## src/rtl/pmod_meter_pkg.sv

```systemverilog
// Shared types and constants for the PMOD frequency meter.
package pmod_meter_pkg;

    typedef enum logic [0:0] {
        StIdle,
        StMeasure
    } meter_state_t;

    localparam int unsigned SYNC_STAGES = 2;
    localparam int unsigned FILT_LEN    = 2;

endpackage

```

## src/rtl/pmod_freq_meter_if.sv

```systemverilog
// Bundle of the PMOD input, run control and frequency readout signals.
interface pmod_freq_meter_if #(
    parameter int unsigned CNT_W = 27
);
    logic             pmod_pin;
    logic             enable;
    logic [CNT_W-1:0] freq_count;
    logic             count_valid;
    logic             overflow;
    logic             busy;

    modport master (
        output pmod_pin,
        output enable,
        input  freq_count,
        input  count_valid,
        input  overflow,
        input  busy
    );

    modport slave (
        input  pmod_pin,
        input  enable,
        output freq_count,
        output count_valid,
        output overflow,
        output busy
    );
endinterface

```

## src/rtl/pmod_sync_edge.sv

```systemverilog
// Synchronizes pmod_pin into sysclk and emits a 1-cycle pulse per rising edge.
// PMOD_METER_GLITCH_FILTER_EN adds a stability filter after the synchronizer.
module pmod_sync_edge
    import pmod_meter_pkg::*;
(
    input  logic sysclk,
    input  logic rst_n,
    input  logic pmod_pin,
    output logic rise
);
    logic [SYNC_STAGES-1:0] sync_q, sync_d;
    logic                   prev_q, prev_d;
    logic                   level;

    always_comb begin
        sync_d = {sync_q[SYNC_STAGES-2:0], pmod_pin};
    end

    always_ff @(posedge sysclk or negedge rst_n) begin
        if (!rst_n) begin
            sync_q <= '0;
        end else begin
            sync_q <= sync_d;
        end
    end

`ifdef PMOD_METER_GLITCH_FILTER_EN
    logic [FILT_LEN-2:0] hist_q, hist_d;
    logic                filt_q, filt_d;

    // Level moves only once FILT_LEN consecutive synchronized samples agree.
    always_comb begin
        hist_d = (FILT_LEN - 1)'({hist_q, sync_q[SYNC_STAGES-1]});
        filt_d = filt_q;
        if (&{hist_q, sync_q[SYNC_STAGES-1]}) begin
            filt_d = 1'b1;
        end else if (~|{hist_q, sync_q[SYNC_STAGES-1]}) begin
            filt_d = 1'b0;
        end
    end

    always_ff @(posedge sysclk or negedge rst_n) begin
        if (!rst_n) begin
            hist_q <= '0;
            filt_q <= 1'b0;
        end else begin
            hist_q <= hist_d;
            filt_q <= filt_d;
        end
    end

    assign level = filt_q;
`else
    assign level = sync_q[SYNC_STAGES-1];
`endif

    always_comb begin
        prev_d = level;
        rise   = level & ~prev_q;
    end

    always_ff @(posedge sysclk or negedge rst_n) begin
        if (!rst_n) begin
            prev_q <= 1'b0;
        end else begin
            prev_q <= prev_d;
        end
    end

endmodule

```

## src/rtl/pmod_freq_meter.sv

```systemverilog
// Counts rising edges of pmod_pin over back-to-back gate windows of GATE_CYCLES sysclk cycles.
// Optional input glitch filter: define PMOD_METER_GLITCH_FILTER_EN.
module pmod_freq_meter
    import pmod_meter_pkg::*;
#(
    parameter int unsigned GATE_CYCLES = 100_000_000,
    parameter int unsigned CNT_W       = 27
) (
    input  logic              sysclk,
    input  logic              rst_n,
    pmod_freq_meter_if.slave  bus
);
    localparam int unsigned    GateW    = $clog2(GATE_CYCLES);
    localparam logic [GateW-1:0] GateLast = GateW'(GATE_CYCLES - 1);

    meter_state_t     state_q, state_d;
    logic [GateW-1:0] gate_q, gate_d;
    logic [CNT_W-1:0] edge_q, edge_d;
    logic             sat_q, sat_d;
    logic [CNT_W-1:0] freq_q, freq_d;
    logic             ovf_q, ovf_d;
    logic             valid_q, valid_d;

    logic             rise;
    logic [CNT_W-1:0] edge_inc;
    logic             sat_inc;

    pmod_sync_edge u_sync_edge (
        .sysclk   (sysclk),
        .rst_n    (rst_n),
        .pmod_pin (bus.pmod_pin),
        .rise     (rise)
    );

    // Edge count including this cycle's edge, saturating at all-ones.
    always_comb begin
        edge_inc = edge_q;
        sat_inc  = sat_q;
        if (rise) begin
            if (&edge_q) begin
                sat_inc = 1'b1;
            end else begin
                edge_inc = edge_q + CNT_W'(1);
            end
        end
    end

    always_comb begin
        state_d = state_q;
        gate_d  = gate_q;
        edge_d  = edge_q;
        sat_d   = sat_q;
        freq_d  = freq_q;
        ovf_d   = ovf_q;
        valid_d = 1'b0;
        unique case (state_q)
            StIdle: begin
                if (bus.enable) begin
                    state_d = StMeasure;
                    gate_d  = '0;
                    edge_d  = '0;
                    sat_d   = 1'b0;
                end
            end
            StMeasure: begin
                if (gate_q == GateLast) begin
                    freq_d  = edge_inc;
                    ovf_d   = sat_inc;
                    valid_d = 1'b1;
                    gate_d  = '0;
                    edge_d  = '0;
                    sat_d   = 1'b0;
                    state_d = bus.enable ? StMeasure : StIdle;
                end else if (!bus.enable) begin
                    state_d = StIdle;
                end else begin
                    gate_d = gate_q + GateW'(1);
                    edge_d = edge_inc;
                    sat_d  = sat_inc;
                end
            end
            default: state_d = StIdle;
        endcase
    end

    always_ff @(posedge sysclk or negedge rst_n) begin
        if (!rst_n) begin
            state_q <= StIdle;
            gate_q  <= '0;
            edge_q  <= '0;
            sat_q   <= 1'b0;
            freq_q  <= '0;
            ovf_q   <= 1'b0;
            valid_q <= 1'b0;
        end else begin
            state_q <= state_d;
            gate_q  <= gate_d;
            edge_q  <= edge_d;
            sat_q   <= sat_d;
            freq_q  <= freq_d;
            ovf_q   <= ovf_d;
            valid_q <= valid_d;
        end
    end

    assign bus.freq_count  = freq_q;
    assign bus.overflow    = ovf_q;
    assign bus.count_valid = valid_q;
    assign bus.busy        = (state_q == StMeasure);

endmodule

```

## src/flat_wrapper.sv

```systemverilog
// flat-port wrapper written by rule: the top's interface ports become plain ports
module pmod_freq_meter_flat import pmod_meter_pkg::*;
#(
    parameter int unsigned GATE_CYCLES = 100_000_000,
    parameter int unsigned CNT_W       = 27
)
  (sysclk, rst_n, bus_pmod_pin, bus_enable, bus_freq_count, bus_count_valid, bus_overflow, bus_busy);
  pmod_freq_meter_if #(.CNT_W(CNT_W)) bus_i ();
  input  logic sysclk;
  input  logic rst_n;
  input wire logic [$bits(bus_i.pmod_pin)-1:0] bus_pmod_pin;
  input wire logic [$bits(bus_i.enable)-1:0] bus_enable;
  output wire logic [$bits(bus_i.freq_count)-1:0] bus_freq_count;
  output wire logic [$bits(bus_i.count_valid)-1:0] bus_count_valid;
  output wire logic [$bits(bus_i.overflow)-1:0] bus_overflow;
  output wire logic [$bits(bus_i.busy)-1:0] bus_busy;
  assign bus_i.pmod_pin = bus_pmod_pin;
  assign bus_i.enable = bus_enable;
  assign bus_freq_count = bus_i.freq_count;
  assign bus_count_valid = bus_i.count_valid;
  assign bus_overflow = bus_i.overflow;
  assign bus_busy = bus_i.busy;
  pmod_freq_meter #(.GATE_CYCLES(GATE_CYCLES), .CNT_W(CNT_W)) u_core (.sysclk(sysclk), .rst_n(rst_n), .bus(bus_i));
endmodule
```

## config.mk

```make
export PLATFORM = sky130hd
export DESIGN_NAME = pmod_freq_meter_flat
export DESIGN_NICKNAME = d
export VERILOG_FILES = /design/src/rtl/pmod_meter_pkg.sv /design/src/rtl/pmod_freq_meter_if.sv /design/src/rtl/pmod_sync_edge.sv /design/src/rtl/pmod_freq_meter.sv /design/src/flat_wrapper.sv
export SDC_FILE = /design/constraint.sdc
export NUM_CORES = 1
export LEC_CHECK = 0
export CORE_ASPECT_RATIO = 0.6
export CORE_MARGIN = 1.5
export CORE_UTILIZATION = 53
export CTS_CLUSTER_DIAMETER = 150
export DETAILED_ROUTE_END_ITERATION = 8
export GPL_ROUTABILITY_DRIVEN = 0
export PLACE_DENSITY = 0.83
export SLEW_MARGIN = 20
export SYNTH_ARGS = -nofsm -noshare
export SYNTH_HDL_FRONTEND = slang
export SYNTH_SLANG_ARGS = --single-unit
```

## constraint.sdc

```tcl
create_clock -name sysclk -period 2 [get_ports sysclk]
set_input_delay 0.3 -clock sysclk [delete_from_list [all_inputs] [get_ports sysclk]]
set_output_delay 0.3 -clock sysclk [all_outputs]
set_load 0.02 [all_outputs]
```

==> results.ini <==
[floorplan]
core_area_mm2 = 0.00846
ios = 34
num_rows = 26
fp.dieW_um = 123
initial_core_util_pct = 54.1
dieHeight_um = 75.0
die_area_mm2 = 0.00922

[sta]
finalCritPeriodShare_pct = 103
setup-tns-final_ps = -868
final_max_slew_viol_count = 0
fin_crit_ps = 2070
tightestPinTransition_ps = 520
hold_viol = 0
setup_viol = 29
max_freq_ghz = 0.483
relSlewSlack_pct = 65.1
setup_ws_ps = -68.3
skew_ps = 7.00
rsz0062_at_grt = true

[drt]
drt_iter0_markers = 495
ant_nets = 0
dr.pass1.iters = 5
drt_wl_total_um = 13400
vias = 4358
vias_per_cell = 6.10
drc = 0
wl_per_cell_um = 18.8

[final_layout]
final_cell_mix = buf_4 (86), dfrtp_1 (84), nand2_1 (65), o21ai_0 (35), clkdlybuf4s50_1 (32)
diodes = 0
drive_gt1_share_pct = 27.1
syn2layout_area_growth_pct = 36.2
final_common_cell = buf_4
design.final.nets = 603

[synthesis]
synth-warning-count = 0
synth-async-reset-ratio_pct = 100
synth_edf_count = 0
syn_inst = 487
synth.cell_area_mm2 = 0.00458
synthFlopType = dfrtp_1
synth_nets = 493
ys_seq_area_share_pct = 48.1
synth.avg_cell_area_um2 = 9.40
yosys_register_bits = 88
ys_types = 53

[worst_setup_path]
endpoint_kind = register
ff2ff_path_depth = 8
rr_startpoint = u_core.gate_q[9]
required_ps = 2240
r2r_slack_ps = -70
r2r_end = u_core.edge_q[14]
critPathKind = register to register
crit_arrival_ps = 2300
start_kind = register
crit_fanout = 6

[hold_path]
hp-class = register to register
whs_path_depth = 0
whs_endpoint = u_core.u_sync_edge.sync_q[1]
min_from = u_core.u_sync_edge.sync_q[0]

[power]
peakVddDrop_v = 0.000545
power.density_mw_per_mm2 = 624
leakage_nw = 2.71
power_w = 0.00389

[global_routing]
grtUsageTotal_pct = 28.0
top_usage_layer = met2
grtUsageMet3_pct = 8.18
grt-ovfl-total = 0
use_met1_pct = 39.9
grt_pass1_vias = 3847
grt_start_max_net_pins = 39
grt_pass1_wl_um = 19400
use_met2_pct = 42.0
antenna_found_initial = 0

[clock_network]
htree_num_levels = 3
cts-root-buf = clkbuf_16
cts_made_buffers = 9
cts.sinks = 88
clk_pin_slew_ps = 60
cts_tree = done
clk-insertion-delay-late_ps = 350
cts_buffer_depth = 2

[flow_run]
cap_violations = 0

[status]
violations = setup timing
status = finished with violations

[placed_design]
port_buffers = 33
dp_hpwl_um = 7990

## critical path, stage by stage, from the launching register on
cell and delay [ps]:
dfrtp_1 380, nor4bb_1 310, nand4_1 290, o311ai_2 390, buf_4 220, buf_6 130
buf_6 90, or3_1 80, nand3_1 60
## state kept, by name, indices dropped and copies added, names as in the netlist
| name | cells |
|---|---|
| u_core.bus.count_valid | 1 |
| u_core.gate_q | 27 |
| u_core.u_sync_edge.prev_q | 1 |
| u_core.sat_q | 1 |
| u_core.bus.overflow | 1 |
| u_core.edge_q | 27 |
| u_core.u_sync_edge.sync_q | 2 |
| u_core.bus.busy | 1 |
| u_core.bus.freq_count | 27 |
## metrics by stage
stage          cells  util, %  setup slack (ps)  instance area, µm²  hold slack [ps]
6_report         714     73.7             -68.3                6230              353
5_1_grt          714     73.7              -165                6230              359
4_1_cts          691     69.8             -10.3                5900              358
3_5_place_dp     671     65.0             -74.3                5500              253
3_3_place_gp     671     65.0              21.0                5500              251
2_1_floorplan    487        -             -68.6                4620             4.41
## final cells by class
cell class / count / area, µm²
repair buffers: 130 / 1180
multi-input cells: 361 / 2370
well taps: 112 / 140
flip-flops and latches: 88 / 2210
inverters: 7 / 26.3
fillers: 553 / 2220
clock buffers: 10 / 229
clock inverters: 6 / 83.8
## repair_timing
item | CTS | global route
buffers inserted | 2 | 23
pin swaps | 5 | 23
gates cloned | 1 | 2
endpoints found under the setup margin | 40 | 75
resized for setup | 8 | 49
endpoints found under the hold margin | 28 | 0
hold buffers | 1 | 0
## cell usage after synthesis (2+ instances only)
library cell | number | share of area (%)
a21o_1 | 2 | 0.33
a21oi_1 | 18 | 2.0
a21oi_2 | 2 | 0.38
a22o_1 | 4 | 0.77
a31oi_1 | 22 | 3.0
a41oi_1 | 3 | 0.57
and2_0 | 2 | 0.27
and3_1 | 12 | 1.6
and4_1 | 8 | 1.5
buf_2 | 12 | 1.3
buf_6 | 5 | 1.2
clkbuf_1 | 11 | 0.90
clkbuf_2 | 2 | 0.22
dfrtp_1 | 88 | 48
ha_1 | 2 | 0.55
inv_1 | 7 | 0.57
nand2_1 | 66 | 5.4
nand2b_1 | 6 | 0.82
nand3_1 | 24 | 2.6
nand4_1 | 22 | 3.0
nor2_1 | 28 | 2.3
nor3_1 | 8 | 0.87
nor3_2 | 3 | 0.66
nor4_1 | 4 | 0.55
nor4_4 | 2 | 0.93
nor4bb_1 | 2 | 0.44
o21ai_0 | 49 | 5.4
o21ai_1 | 2 | 0.22
o21ai_2 | 2 | 0.38
o31ai_1 | 6 | 0.98
or3_1 | 5 | 0.68
xnor2_1 | 17 | 3.3
xor2_1 | 21 | 4.0
## power by group
| part | internal [W] | total, W | switching (W) |
|---|---|---|---|
| Clock | 0.00109 | 0.00181 | 0.000716 |
| Combinational | 0.000119 | 0.000281 | 0.000162 |
| Sequential | 0.00179 | 0.00181 | 0.0000114 |
| Total | 0.00300 | 0.00389 | 0.000890 |
## metal layers
| layer | wire length, µm | vias to the layer above |
|---|---|---|
| met2 | 6170 | 250 |
| met4 | 248 | 0 |
| met1 | 5680 | 2108 |
| met5 | 0 | - |
| li1 | - | 1966 |
| met3 | 1330 | 34 |
## how the worst max path moves through the flow
stage | cells after the start | start | endpoint | slack [ps]
after global placement | 7 | u_core.gate_q[10] | u_core.edge_q[4] | 20
after detailed placement | 7 | u_core.gate_q[8] | u_core.edge_q[4] | -70
final | 8 | u_core.gate_q[9] | u_core.edge_q[14] | -70
after floorplan | 9 | u_core.edge_q[0] | u_core.edge_q[14] | -70
after CTS | 7 | u_core.gate_q[10] | u_core.gate_q[16] | -10
after global routing | 8 | u_core.gate_q[8] | u_core.gate_q[3] | -170
## cell families (layout without fill, tap and decap cells)
group / after synthesis / after routing / share of synthesized area, %
AOI/OAI and AO/OA: 116 / 117 / 15.5
buffers and inverters: 39 / 153 / 4.48
DFF: 88 / 88 / 48.1
muxes: 2 / 2 / 0.465
and+or+nand+nor: 202 / 202 / 23.6
adders and majority gates: 2 / 2 / 0.547
xor gates and xnor gates: 38 / 38 / 7.27
Power figures use the tool's default switching activity.
